**src/rtl/vector_fifo_if.sv**
```systemverilog
// vector_fifo_if: bundles the serial input, the pop request and the FIFO
// status outputs of vector_fifo.
//   serial_bit  producer -> fifo  serial data bit
//   bit_valid   producer -> fifo  serial_bit is accepted on this rising edge
//   req         consumer -> fifo  pop request
//   vector      fifo -> consumer  head vector (all-zeros when empty)
//   valid       fifo -> consumer  head holds an unread entry (count != 0)
//   count       fifo -> consumer  stored vectors, 0..DEPTH
//   overflow    fifo -> consumer  sticky: a completed vector was dropped
// Handshake: the head is transferred on a rising edge where valid=1 and
// req=1 (req plays the role of ready); req with valid=0 has no effect, and
// valid never depends combinationally on req.
interface vector_fifo_if #(
  parameter int WIDTH = 8,
  parameter int DEPTH = 4
);
  logic                       serial_bit;
  logic                       bit_valid;
  logic                       req;
  logic [WIDTH-1:0]           vector;
  logic                       valid;
  logic [$clog2(DEPTH+1)-1:0] count;
  logic                       overflow;

  modport master (
    output serial_bit, bit_valid, req,
    input  vector, valid, count, overflow
  );

  modport slave (
    input  serial_bit, bit_valid, req,
    output vector, valid, count, overflow
  );
endinterface

```
**src/rtl/vector_fifo.sv**
```systemverilog
// vector_fifo: assembles serial bits into WIDTH-bit vectors and queues them
// in a DEPTH-entry FIFO.
//   clk    rising-edge clock
//   reset  synchronous, active-low reset
//   bus    vector_fifo_if.slave (serial_bit, bit_valid, req in;
//          vector, valid, count, overflow out)
// MSB_FIRST=1: first serial bit ends up in vector[WIDTH-1];
// MSB_FIRST=0: first serial bit ends up in vector[0].
module vector_fifo #(
  parameter int WIDTH     = 8,
  parameter int DEPTH     = 4,
  parameter bit MSB_FIRST = 1'b1
) (
  input  logic           clk,
  input  logic           reset,
  vector_fifo_if.slave   bus
);
  localparam int CW = $clog2(DEPTH + 1);
  localparam int PW = $clog2(DEPTH);
  localparam int BW = $clog2(WIDTH);

  logic [WIDTH-1:0] shreg;
  logic [WIDTH-1:0] shreg_next;
  logic [BW-1:0]    bit_cnt;
  logic [WIDTH-1:0] mem [DEPTH];
  logic [PW-1:0]    rd_ptr;
  logic [PW-1:0]    wr_ptr;
  logic [CW-1:0]    cnt;
  logic             ovf;

  logic word_done;
  logic full;
  logic pop;
  logic do_write;

  generate
    if (MSB_FIRST) begin : g_msb
      assign shreg_next = {shreg[WIDTH-2:0], bus.serial_bit};
    end else begin : g_lsb
      assign shreg_next = {bus.serial_bit, shreg[WIDTH-1:1]};
    end
  endgenerate

  assign word_done = bus.bit_valid && (bit_cnt == BW'(WIDTH - 1));
  assign full      = (cnt == CW'(DEPTH));
  // pop requires a stored entry, so a push into an empty FIFO never pops.
  assign pop       = bus.req && (cnt != '0);
  // A full FIFO still accepts a new word when the head leaves on the same edge.
  assign do_write  = word_done && (!full || pop);

  always_ff @(posedge clk) begin
    if (!reset) begin
      shreg   <= '0;
      bit_cnt <= '0;
      rd_ptr  <= '0;
      wr_ptr  <= '0;
      cnt     <= '0;
      ovf     <= 1'b0;
    end else begin
      if (bus.bit_valid) begin
        shreg   <= shreg_next;
        bit_cnt <= word_done ? '0 : bit_cnt + BW'(1);
      end
      if (do_write) wr_ptr <= wr_ptr + PW'(1);
      if (pop)      rd_ptr <= rd_ptr + PW'(1);
      if (word_done && !do_write) ovf <= 1'b1;
      if (do_write && !pop)       cnt <= cnt + CW'(1);
      else if (pop && !do_write)  cnt <= cnt - CW'(1);
    end
  end

  // Storage is never reset; the output mux below hides stale entries.
  always_ff @(posedge clk) begin
    if (reset && do_write) mem[wr_ptr] <= shreg_next;
  end

  assign bus.valid    = (cnt != '0);
  assign bus.vector   = bus.valid ? mem[rd_ptr] : '0;
  assign bus.count    = cnt;
  assign bus.overflow = ovf;
endmodule

```
**src/flat_wrapper.sv**
```systemverilog
// flat-port wrapper written by rule: the top's interface ports become plain ports
module vector_fifo_flat 
#(
  parameter int WIDTH     = 8,
  parameter int DEPTH     = 4,
  parameter bit MSB_FIRST = 1'b1
)
  (clk, reset, bus_serial_bit, bus_bit_valid, bus_req, bus_vector, bus_valid, bus_count, bus_overflow);
  vector_fifo_if #(.WIDTH(WIDTH), .DEPTH(DEPTH)) bus_i ();
  input  logic clk;
  input  logic reset;
  input wire logic [$bits(bus_i.serial_bit)-1:0] bus_serial_bit;
  input wire logic [$bits(bus_i.bit_valid)-1:0] bus_bit_valid;
  input wire logic [$bits(bus_i.req)-1:0] bus_req;
  output wire logic [$bits(bus_i.vector)-1:0] bus_vector;
  output wire logic [$bits(bus_i.valid)-1:0] bus_valid;
  output wire logic [$bits(bus_i.count)-1:0] bus_count;
  output wire logic [$bits(bus_i.overflow)-1:0] bus_overflow;
  assign bus_i.serial_bit = bus_serial_bit;
  assign bus_i.bit_valid = bus_bit_valid;
  assign bus_i.req = bus_req;
  assign bus_vector = bus_i.vector;
  assign bus_valid = bus_i.valid;
  assign bus_count = bus_i.count;
  assign bus_overflow = bus_i.overflow;
  vector_fifo #(.WIDTH(WIDTH), .DEPTH(DEPTH), .MSB_FIRST(MSB_FIRST)) u_core (.clk(clk), .reset(reset), .bus(bus_i));
endmodule
```
**config.mk**
```make
export PLATFORM = sky130hd
export DESIGN_NAME = vector_fifo_flat
export DESIGN_NICKNAME = d
export VERILOG_FILES = /design/src/rtl/vector_fifo_if.sv /design/src/rtl/vector_fifo.sv /design/src/flat_wrapper.sv
export SDC_FILE = /design/constraint.sdc
export NUM_CORES = 1
export LEC_CHECK = 0
export ABC_AREA = 1
export BUFFER_PORTS_ARGS = -buffer_cell sky130_fd_sc_hd__clkbuf_2
export CAP_MARGIN = 20
export CORE_ASPECT_RATIO = 1.4
export CORE_UTILIZATION = 50
export DETAILED_ROUTE_END_ITERATION = 16
export GPL_ROUTABILITY_DRIVEN = 0
export PLACE_DENSITY = 0.77
export SLEW_MARGIN = 10
export SYNTH_ARGS = -nofsm -noshare
export SYNTH_HDL_FRONTEND = slang
export SYNTH_SLANG_ARGS = --single-unit
```
**constraint.sdc**
```tcl
create_clock -name clk -period 2 [get_ports clk]
set_clock_uncertainty 0.05 [all_clocks]
set_input_delay 0 -clock clk [delete_from_list [all_inputs] [get_ports clk]]
set_output_delay 0 -clock clk [all_outputs]
set_load 0.05 [all_outputs]
```
# Word-level counts from Yosys, hierarchy flattened
# Memories as Yosys holds them, arrays and structs flattened. A register that Yosys moved wholly into a read port is not among the register bits.
# Index checks and enable logic that the tools add are counted.
# word_totals
elab_cells	35
mem_count	1
regBits	18
out_inout_bits	13
ramBits	32
# op_classes
add_sub_neg	5
muxes	8
n_reduce_logical	13
n_eq_ne	2
# mem_list
memory	depth	width	rd	rd_clocked_by_memory_dff	write_ports	line_no	source
u_core.mem	4	8	1	1	1	vector_fifo.sv:25	logic [WIDTH-1:0] mem [DEPTH];
# ops
op	n
3-bit two-way mux	3
8-bit two-way mux	1
1-bit logical AND	7
3-bit by 1-bit adder with 3-bit output, second input constant	2
3-bit equality test, second input constant	2
2-bit by 1-bit adder with 2-bit output, second input constant	2
2-bit two-way mux	2
1-bit zero test	3
3-bit nonzero test	1
3-bit by 1-bit subtractor with 3-bit output, second input constant	1
1-bit two-way mux	2
2-bit nonzero test	1
1-bit logical OR	1

# Depth between registers and ports, before layout
# Gate-level depths: netlist of run 1.
# logic_depth
depth_word	8
depth_mapped	13
mapped_depth_nobuf	13

# Least setup slack after synthesis of run 1
# No wires, ideal clock.
# synth_timing
kind	reg-to-reg
from	register u_core.cnt[2], in the netlist u_core.bus.count[2]
to	register u_core.cnt[1], in the netlist u_core.bus.count[1]
required_ns	1.834
path_stages_with_launch	9
t_arrival_ns	2.034
period_less_slack_ns	2.199
path_slack_ns	-0.199
cell_sequence	dfxtp_1 -> inv_1 -> nand2_4 -> nand2_1 -> ha_1 -> inv_1 -> fa_1 -> o21ai_0 -> nor2_1
# synth_between
elab_chain_cells	7
word_cells_on_any_way	12
# synth_lines
element	line_no	source
start, declared	vector_fifo.sv:28	logic [CW-1:0] cnt;
start signal, assigned	vector_fifo.sv:67	if (do_write && !pop) cnt <= cnt + CW'(1);
start signal, assigned	vector_fifo.sv:68	else if (pop && !do_write) cnt <= cnt - CW'(1);
3-bit nonzero test (*)	--	
net bus_valid	flat_wrapper.sv:16	output wire logic [$bits(bus_i.valid)-1:0] bus_valid;
1-bit logical AND (*)	vector_fifo.sv:47	assign pop = bus.req && (cnt != '0);
1-bit logical OR	vector_fifo.sv:49	assign do_write = word_done && (!full || pop);
1-bit logical AND	vector_fifo.sv:49	
1-bit zero test	vector_fifo.sv:68	
1-bit logical AND	vector_fifo.sv:68	
2-bit nonzero test (no line)	--	
# Mark *: on every way through the listed nets, which the timed path passes. The rest lies on a longest branch.
# A chain may end at the register's enable or synchronous reset.

# Worst setup path after layout of run 1
# layout_timing
from	register u_core.bit_cnt[1]
to	register u_core.cnt[2], in the netlist u_core.bus.count[2]
# layout_between
elab_chain_cells	6
word_cells_on_any_way	8
# layout_lines
element	line_no	source
start, declared	vector_fifo.sv:24	logic [BW-1:0] bit_cnt;
start signal, assigned	vector_fifo.sv:62	bit_cnt <= word_done ? '0 : bit_cnt + BW'(1);
3-bit equality test (*)	vector_fifo.sv:44	assign word_done = bus.bit_valid && (bit_cnt == BW'(WIDTH - 1));
1-bit logical AND (*)	vector_fifo.sv:44	
1-bit logical AND (*)	vector_fifo.sv:49	
1-bit zero test	vector_fifo.sv:68	
1-bit logical AND	vector_fifo.sv:68	
2-bit nonzero test (no line)	--	
# Mark *: on every way between the ends. The rest lies on a longest branch, timed or not.

==> results of run 1 <==
-- power by group through the flow --
stage               Clock (mW)  Combinational [mW]  Sequential [mW]
floorplan                    0                1.01             1.39
global placement             0                1.33             1.31
detailed placement           0                1.35             1.31
CTS                      0.740                1.35             1.28
global route             0.788                1.46             1.30
finish                   0.722                1.35             1.29
-- state kept, by name (all words and copies together) (netlist names), named ones only --
register and count:
u_core.bus.overflow 1, u_core.mem 32, u_core.rd_ptr 2, u_core.wr_ptr 2, u_core.shreg 7, u_core.bus.count 3
u_core.bit_cnt 3
-- cells by family after synthesis --
kind of cell / Yosys count / synth area share [%]
xor gates and xnor gates: 1 / 0.4031
DFF: 52 / 62.64
adders and majority gates: 8 / 4.951
and+or+nand+nor: 84 / 15.77
AOI/OAI and AO/OA: 43 / 10.08
buffers and inverters: 28 / 6.159
-- Yosys cell counts, types with 2 or more instances --
master / number
nor2_1: 59
edfxtp_1: 32
dfxtp_1: 20
inv_1: 20
a21oi_1: 16
o21ai_0: 15
nand2_1: 14
o21ai_1: 10
nand3_1: 8
ha_1: 7
buf_2: 2
buf_4: 2
-- through the flow --
step	cell area (um^2)	hold slack [ns]	worst slack [ns]	util [%]
final	2485	0.009198	0.09472	59.11
after global routing	2485	0.03719	-0.03814	59.11
after CTS	2449	0.01161	0.003877	58.24
after detailed placement	2312	0.2100	-0.001959	55.00
after global placement	2312	0.2024	0.05686	55.00
after floorplan	2177	0.04887	0.02215	-
-- critical path, stage by stage, from the launching register on --
cell and delay, ns:
dfxtp_2 0.36, ha_4 0.14, ha_4 0.12, nand2_1 0.06, a31oi_1 0.16, ha_2 0.21
inv_2 0.05, fa_2 0.35, inv_1 0.06, nand2_1 0.05, nand3_2 0.06, nand2_1 0.05
nand2_1 0.05, nor2_1 0.04
-- path summary, 6_finish.rpt --
kind | end | slack, ns | depth (start not counted)
worst max-delay path | u_core.bus.count[2]$_SDFFE_PN0P_ | 0.09 | 13
worst min-delay path | u_core.bit_cnt[0]$_SDFFE_PN0P_ | 0.009 | 2
worst max register to register | u_core.bus.count[2]$_SDFFE_PN0P_ | 0.09 | 13
worst min register to register | u_core.bus.overflow$_SDFFE_PN0P_ | 0.41 | 2
-- cell type report --
class	count	area (um^2)
Sequential cell	52	1368
Clock buffer	5	68.82
Tap cell	45	56.30
Multi-Input combinational cell	136	713.2
Clock inverter	3	46.29
Inverter	22	82.58
Fill cell	347	1719
Timing Repair Buffer	25	150.1
-- routing by layer --
layer	track usage, %	vias to the layer above
met5	0	-
met4	6.667	0
met3	4.214	5
met2	32.33	21
met1	20.51	702
li1	-	768
-- timing repair --
action	in CTS	in global routing
hold buffers	2	0
resized for setup	1	9
endpoints found under the hold margin	9	0
pin swaps	0	3
setup endpoints to repair	1	2
==> flow_metrics.py, run 1 <==
metrics = {
    "power": {
        "p_sw_mw": 1.459,
        "switching_share_pct": 43.39,
        "powerDensity_mw_per_mm2": 1353,
        "power_mw": 3.363,
        "vdd_drop_max_v": 0.0008262,
        "internal_power_mw": 1.904,
        "clkPwrFrac_pct": 21.5,
        "power_frac_comb_pct": 40.3,
        "p_leak_nw": 0.9606,
        "sequentialPowerShare_pct": 38.2,
    },
    "grt": {
        "gr-usage-all-layers_pct": 18.01,
        "gr-total-overflow": 0,
        "first_global_vias": 1343,
        "grt_start_max_net_pins": 18,
        "antenna_found_initial": 0,
        "grt_first_pass_wirelength_um": 6161,
    },
    "yosys": {
        "ys_warn_count": 0,
        "synth_area_leaders": "edfxtp_1, dfxtp_1, nor2_1",
        "avgSynthCellArea_um2": 10.06,
        "syn-cell-area_mm2": 0.002173,
        "yosysSeqAreaShare_pct": 62.64,
        "postSynthCellCount": 216,
        "syn_nets": 229,
        "synthFlopType": "edfxtp_1",
        "synth_seq_cells": 52,
        "ys_types": 23,
        "synth_edf_count": 32,
        "yosys.area.top_type_share_pct": 44.21,
        "yosys.area.top_type": "edfxtp_1",
        "async_flop_share_pct": 0,
    },
    "setup_path": {
        "crit_type": "flop to flop",
        "cp-end-kind": "flop",
        "worstReg2RegStart": "u_core.bit_cnt[1]$_SDFFE_PN0P_",
        "startpoint_type": "flop",
        "crit_fanout": 2,
        "cp_data_required_time_ns": 2.15,
        "startpoint": "u_core.bit_cnt[1]$_SDFFE_PN0P_",
        "critPathArrivalTime_ns": 2.06,
    },
    "clock_network": {
        "cts_buffer_depth": 2,
        "cts.reportedPaths.clkPinSlew_ns": 0.09,
        "cts_setup_buffers": 0,
        "cts_tree": "done",
        "cts-htree-levels": 2,
        "insertion_delay_ns": 0.30,
        "cts_buffers": 5,
        "clock-sinks": 52,
        "root_buffer": "clkbuf_8",
    },
    "detailed_routing": {
        "wl_met2_um": 1996,
        "drt-met1-wl_um": 1623,
        "route.detailed.drc": 1,
        "drtAntennaViolNets": 0,
        "wire_per_inst_um": 13.04,
        "viasPerCell": 5.194,
        "met3_length_um": 93,
        "wl_um": 3755,
        "drt_iter0_drc": 46,
        "via_count": 1496,
        "dr.pass1.iters": 12,
        "highest_layer": "met4",
    },
    "floorplan": {
        "die_height_um": 80.01,
        "coreArea_mm2": 0.004204,
        "pin_count": 18,
        "dieArea_mm2": 0.004618,
        "initial_core_util_pct": 51.70,
        "die_w_um": 57.72,
        "std_cell_rows": 28,
    },
    "cells_and_area": {
        "antenna_cells": 0,
        "layout_commonest_cell": "nor2_1",
        "drive_gt1_share_pct": 18.52,
        "area_growth_pct": 14.33,
        "layout.nets": 255,
        "fin_cells": 288,
        "layout_common_cells": "nor2_1, edfxtp_1, inv_1",
    },
    "timing": {
        "report.final.slew_viol_count": 0,
        "totalNegativeSetupSlack_ns": 0,
        "layout_min_cycle_time_ns": 1.905,
        "setup_viol": 0,
        "hold_viol_final": 0,
        "relSlewSlack_pct": 79.68,
        "tightest_slew_ns": 0.3044,
        "fmax_ghz": 0.5249,
        "rsz0062_at_grt": "yes",
        "fin_crit_sh_pct": 95.26,
    },
    "hold_path": {
        "hp-start": "bus_bit_valid",
        "min_path_type": "input port to flop",
    },
    "status": {
        "status": "finished with violations",
        "violations": "design-rule violations",
    },
    "placement": {
        "placed_cells": 278,
        "dpl.hpwl_um": 2596,
        "portBuffers": 17,
    },
    "run": {
        "maxCapViolCount": 0,
    },
}
Power figures use the tool's default switching activity.
==> run 2: changes to the inputs <==
RECOVER_POWER = 50   (was default)
==> run 2 against run 1 <==
  * The flow still finishes with violations (design-rule violations)
  * Final area hardly changed
  * Maximum frequency stayed put
  * Count of clock-buffer cells in the layout stayed put
  * Via count stayed put
  * Core utilization hardly changed
  * Routed wire length hardly changed
  * Global-route usage stayed put
  * Total power hardly changed
  * Worst hold slack stayed put
  * Die area stayed put
  * Critical path depth stayed put
==> flow_metrics.py, run 2 (same netlist as run 1, synthesis figures left out) <==
metrics = {
    "cells_and_area": {
        "layout_commonest_cell": "nor2_1",
        "layout_common_cells": "nor2_1, edfxtp_1, inv_1",
        "multi_input_area_um2": 713.2,
        "seq_area_mm2": 0.001368,
        "fillers": 348,
        "area_growth_pct": 14.28,
        "reg.largest.list": "u_core.mem: 32 flops, u_core.shreg: 7 flops",
        "layout.nets": 255,
        "drive_gt1_share_pct": 18.11,
        "top_register": "u_core.mem",
        "fin_util_pct": 59.08,
        "largest_reg_flops": 32,
        "fin_area_mm2": 0.002484,
        "antenna_cells": 0,
    },
    "timing": {
        "hold_viol_final": 0,
        "fmax_ghz": 0.5249,
        "tightest_slew_ns": 0.3044,
        "setup_viol": 0,
        "fin_crit_sh_pct": 95.26,
        "layout_min_cycle_time_ns": 1.905,
        "rsz0062_at_grt": "yes",
        "relSlewSlack_pct": 79.68,
        "report.final.slew_viol_count": 0,
    },
    "detailed_routing": {
        "wire_per_inst_um": 13.04,
        "wl_um": 3756,
        "drt_iter0_drc": 47,
        "dr.pass1.iters": 12,
        "viasPerCell": 5.194,
        "via_count": 1496,
        "drtAntennaViolNets": 0,
        "route.detailed.drc": 1,
    },
    "placement": {
        "portBuffers": 17,
        "dpl.hpwl_um": 2596,
        "postPlaceCellArea_mm2": 0.002312,
    },
    "setup_path": {
        "r2r_end": "u_core.bus.count[2]$_SDFFE_PN0P_",
        "endpoint": "u_core.bus.count[2]$_SDFFE_PN0P_",
        "startpoint": "u_core.bit_cnt[1]$_SDFFE_PN0P_",
        "critPathArrivalTime_ns": 2.06,
        "rr_worst_depth": 13,
        "cp-end-kind": "flop",
        "r2r_setup_slack_ns": 0.09,
        "crit_fanout": 2,
        "crit_type": "flop to flop",
        "startpoint_type": "flop",
        "cp_data_required_time_ns": 2.15,
        "worstReg2RegStart": "u_core.bit_cnt[1]$_SDFFE_PN0P_",
    },
    "clock_network": {
        "insertion_delay_ns": 0.30,
        "cts_buffers": 5,
        "cts_tree": "done",
        "clock-sinks": 52,
        "root_buffer": "clkbuf_8",
        "cts-htree-levels": 2,
        "cts_buffer_depth": 2,
        "cts.reportedPaths.clkPinSlew_ns": 0.09,
    },
    "floorplan": {
        "die_w_um": 57.72,
        "die_height_um": 80.01,
        "coreArea_mm2": 0.004204,
        "dieArea_mm2": 0.004618,
        "pin_count": 18,
        "std_cell_rows": 28,
        "initial_core_util_pct": 51.70,
    },
    "grt": {
        "grt_first_pass_wirelength_um": 6161,
        "gr-usage-all-layers_pct": 18.01,
        "grt_start_max_net_pins": 18,
        "antenna_found_initial": 0,
        "first_global_vias": 1343,
        "gr-total-overflow": 0,
    },
    "power": {
        "p_leak_nw": 0.9577,
        "powerDensity_mw_per_mm2": 1354,
        "vdd_drop_max_v": 0.0008262,
    },
    "status": {
        "status": "finished with violations",
        "violations": "design-rule violations",
    },
    "hold_path": {
        "min_path_type": "input port to flop",
    },
    "run": {
        "maxCapViolCount": 0,
    },
}
run 2: per-layer routing:
layer	GRT usage, %	part of all wire (%)	vias to the layer above
met5	0	0	-
met4	6.667	1.1	0
met3	4.214	2.5	5
met2	32.33	53	21
met1	20.51	43	702
li1	-	-	768
run 2: worst max-delay path, stage by stage (launching register included):
cell and delay, ns:
dfxtp_2 0.36, ha_4 0.14, ha_4 0.12, nand2_1 0.06
a31oi_1 0.16, ha_2 0.21, inv_2 0.05, fa_2 0.35
inv_1 0.06, nand2_1 0.05, nand3_2 0.06, nand2_1 0.05
nand2_1 0.05, nor2_1 0.04
run 2: per-stage QoR:
stage	hold WS [ns]	power, mW	instances	setup slack, ns	setup TNS (ns)
finish	0.009198	3.362	288	0.09472	0
global route	0.03719	3.550	288	-0.03814	-0.03814
CTS	0.01161	3.380	288	0.003877	0
detailed placement	0.2100	2.657	278	-0.001959	-0.001959
global placement	0.2024	2.638	278	0.05686	0
floorplan	0.04887	2.402	216	0.02215	0
run 2: repair_timing:
action / in CTS / in global routing
setup endpoints to repair: 1 / 2
hold buffers: 2 / 0
gates cloned: 0 / 0
gates resized for setup: 1 / 9
endpoints found under the hold margin: 9 / 0
pin swaps: 0 / 3
setup buffers: 0 / 0
run 2: layout make-up:
class / count / area share (%)
sequential: 52 / 55.06
timing repair buffer: 25 / 5.995
multi-input combinational: 136 / 28.72
tap: 45 / 2.267
inverter: 22 / 3.325
clock buffer: 5 / 2.771
clock inverter: 3 / 1.864
run 2: report_power, final:
part | internal (mW) | total (mW) | switching (mW)
logic | 0.318 | 1.35 | 1.04
registers | 1.21 | 1.29 | 0.0778
clock network | 0.377 | 0.722 | 0.345
run 2: worst min-delay path by stage:
stage | from | to | slack [ns] | cells past startpoint
after floorplan | bus_serial_bit | u_core.mem[0][0]$_DFFE_PP_ | 0.05 | 0
after global placement | bus_serial_bit | u_core.mem[0][0]$_DFFE_PP_ | 0.20 | 1
after detailed placement | bus_serial_bit | u_core.mem[1][0]$_DFFE_PP_ | 0.21 | 1
after CTS | reset | u_core.bus.count[2]$_SDFFE_PN0P_ | 0.01 | 3
after global routing | reset | u_core.bus.count[2]$_SDFFE_PN0P_ | 0.04 | 3
final | bus_bit_valid | u_core.bit_cnt[0]$_SDFFE_PN0P_ | 0.009 | 2
==> run 3: changes to the inputs <==
--- a/constraint.sdc
+++ b/constraint.sdc
@@ -4,2 +4,2 @@
 set_output_delay 0 -clock clk [all_outputs]
-set_load 0.05 [all_outputs]
+set_load 0.02 [all_outputs]
==> run 3 against run 2 <==
  * The flow still finishes with violations (design-rule violations)
  * Die area is the same
  * Critical path depth is the same
  * Register-to-register slack got worse by 0.03 ns
  * First-iteration DRC count rose by 68%
  * Routed wire length increased by 4.1%
  * Sequential cell count unchanged
  * Global-route usage rose by 0.88 points
  * Clock power fell by 4.0%
  * Worst setup slack lost 0.033 ns
  * Sequential power barely moved
==> flow_metrics.py, run 3 (same netlist as run 1, synthesis figures left out) <==
metrics = {
    "floorplan": {
        "die_height_um": 80.01,
        "die_w_um": 57.72,
        "std_cell_rows": 28,
        "initial_core_util_pct": 51.70,
        "dieArea_mm2": 0.004618,
        "coreArea_mm2": 0.004204,
        "pin_count": 18,
    },
    "hold_path": {
        "min_to": "u_core.bit_cnt[0]$_SDFFE_PN0P_",
        "hp-start": "bus_bit_valid",
        "min_path_type": "input port to flop",
        "hold_path_depth": 2,
    },
    "timing": {
        "relSlewSlack_pct": 70.20,
        "setup_viol": 0,
        "fmax_ghz": 0.5160,
        "totalNegativeSetupSlack_ns": 0,
        "rsz0062_at_grt": "yes",
        "fin_crit_sh_pct": 96.91,
        "tightest_slew_ns": 0.4465,
        "hold_viol_final": 0,
        "report.final.slew_viol_count": 0,
        "layout_min_cycle_time_ns": 1.938,
    },
    "power": {
        "p_sw_mw": 1.092,
        "p_leak_nw": 0.9676,
        "powerDensity_mw_per_mm2": 1191,
        "clkPwrFrac_pct": 23.2,
        "sequentialPowerShare_pct": 43.8,
        "power_frac_comb_pct": 33.0,
        "power_mw": 2.987,
        "switching_share_pct": 36.56,
        "vdd_drop_max_v": 0.0009021,
        "internal_power_mw": 1.895,
    },
    "cells_and_area": {
        "drive_gt1_share_pct": 19.11,
        "layout.nets": 258,
        "largest_reg_flops": 32,
        "area_growth_pct": 15.37,
        "top_register": "u_core.mem",
        "reg.largest.list": "u_core.mem: 32 flops, u_core.shreg: 7 flops",
        "layout_common_cells": "nor2_1, edfxtp_1, inv_1, dfxtp_1, a21oi_1",
        "layout_commonest_cell": "nor2_1",
        "antenna_cells": 0,
    },
    "clock_network": {
        "root_buffer": "clkbuf_8",
        "cts_buffer_depth": 2,
        "clock-sinks": 52,
        "cts_tree": "done",
        "cts-htree-levels": 2,
        "cts_buffers": 5,
        "cts.reportedPaths.clkPinSlew_ns": 0.09,
        "insertion_delay_ns": 0.30,
    },
    "detailed_routing": {
        "wire_per_inst_um": 13.44,
        "drtAntennaViolNets": 0,
        "dr.pass1.iters": 12,
        "wl_um": 3910,
        "route.detailed.drc": 1,
        "drt_iter0_drc": 79,
        "via_count": 1541,
        "viasPerCell": 5.296,
    },
    "status": {
        "status": "finished with violations",
        "violations": "design-rule violations",
    },
    "grt": {
        "gr-total-overflow": 0,
        "first_global_vias": 1343,
        "grt_start_max_net_pins": 17,
        "antenna_found_initial": 0,
        "grt_first_pass_wirelength_um": 6292,
        "gr-usage-all-layers_pct": 18.89,
    },
    "placement": {
        "dpl.hpwl_um": 2615,
        "portBuffers": 17,
    },
    "run": {
        "maxCapViolCount": 0,
    },
    "setup_path": {
        "r2r_end": "u_core.bus.count[2]$_SDFFE_PN0P_",
        "rr_worst_depth": 13,
        "cp-end-kind": "flop",
        "cp_data_required_time_ns": 2.16,
        "r2r_setup_slack_ns": 0.06,
        "worstReg2RegStart": "u_core.bit_cnt[0]$_SDFFE_PN0P_",
        "crit_fanout": 3,
        "critPathArrivalTime_ns": 2.10,
        "startpoint_type": "flop",
        "crit_type": "flop to flop",
    },
}
run 3: cell types whose count changed in the layout (fill, tap and decap cells not counted), sizes merged:
cell	delta
clkinv	+1
inv	-1
buf	+3
run 3: critical path: stages (launching register included):
cell     delay [ns]
dfxtp_4        0.37
ha_4           0.13
ha_4           0.13
nand2_2        0.06
a31oi_1        0.16
ha_2           0.21
inv_2          0.05
fa_2           0.37
inv_2          0.06
nand2_2        0.05
nand3_2        0.06
nand2_1        0.05
nand2_1        0.05
nor2_1         0.04
run 3: routing by layer:
| metal | track usage (%) | vias to the layer above | wire length [um] |
|---|---|---|---|
| met3 | 4.376 | 6 | 184 |
| met4 | 8.571 | 0 | 73 |
| li1 | - | 780 | - |
| met5 | 0 | - | 0 |
| met1 | 21.54 | 717 | 1614 |
| met2 | 33.14 | 38 | 2038 |
run 3: through the flow:
stage | std cells | worst slack [ns] | utilization, % | hold slack [ns] | cell area, um^2
3_5_place_dp | 278 | -0.004153 | 54.91 | 0.2184 | 2308
3_3_place_gp | 278 | 0.05993 | 54.91 | 0.2056 | 2308
5_1_grt | 291 | -0.07908 | 59.64 | 0.03842 | 2507
2_1_floorplan | 216 | 0.1401 | - | 0.04887 | 2173
6_report | 291 | 0.06185 | 59.64 | 0.02453 | 2507
4_1_cts | 288 | 0.02919 | 58.18 | 0.007317 | 2446
run 3: area by class of cell:
class / count / area (um^2)
Tap cell: 45 / 56.30
Clock inverter: 3 / 42.54
Inverter: 22 / 82.58
Fill cell: 339 / 1697
Timing Repair Buffer: 28 / 170.2
Clock buffer: 5 / 68.82
Sequential cell: 52 / 1366
Multi-Input combinational cell: 136 / 720.7
run 3: repair_timing:
item | 4_1_cts | 5_1_grt
endpoints found under the hold margin | 9 | 0
pin swaps | 1 | 4
hold buffers | 2 | 0
setup buffers | 0 | 3
endpoints found under the setup margin | 1 | 2
resized for setup | 3 | 12
run 3: how the worst max path moves through the flow:
stage | from | slack [ns] | cells after the start | to
finish | u_core.bit_cnt[0]$_SDFFE_PN0P_ | 0.06 | 13 | u_core.bus.count[2]$_SDFFE_PN0P_
global route | u_core.bit_cnt[1]$_SDFFE_PN0P_ | -0.08 | 13 | u_core.bus.count[2]$_SDFFE_PN0P_
CTS | u_core.bit_cnt[0]$_SDFFE_PN0P_ | 0.03 | 13 | u_core.bus.count[2]$_SDFFE_PN0P_
detailed placement | u_core.bit_cnt[0]$_SDFFE_PN0P_ | -0.004 | 13 | u_core.bus.count[2]$_SDFFE_PN0P_
global placement | u_core.bit_cnt[0]$_SDFFE_PN0P_ | 0.06 | 13 | u_core.bus.count[2]$_SDFFE_PN0P_
floorplan | u_core.bit_cnt[0]$_SDFFE_PN0P_ | 0.14 | 13 | u_core.bus.count[2]$_SDFFE_PN0P_
run 3: power groups by stage:
stage	Combinational [mW]	Clock (mW)	Sequential, mW
after floorplan	0.713	0	1.32
after global placement	0.930	0	1.33
after detailed placement	0.953	0	1.33
after CTS	0.961	0.704	1.31
after global routing	1.10	0.754	1.32
final	0.986	0.693	1.31
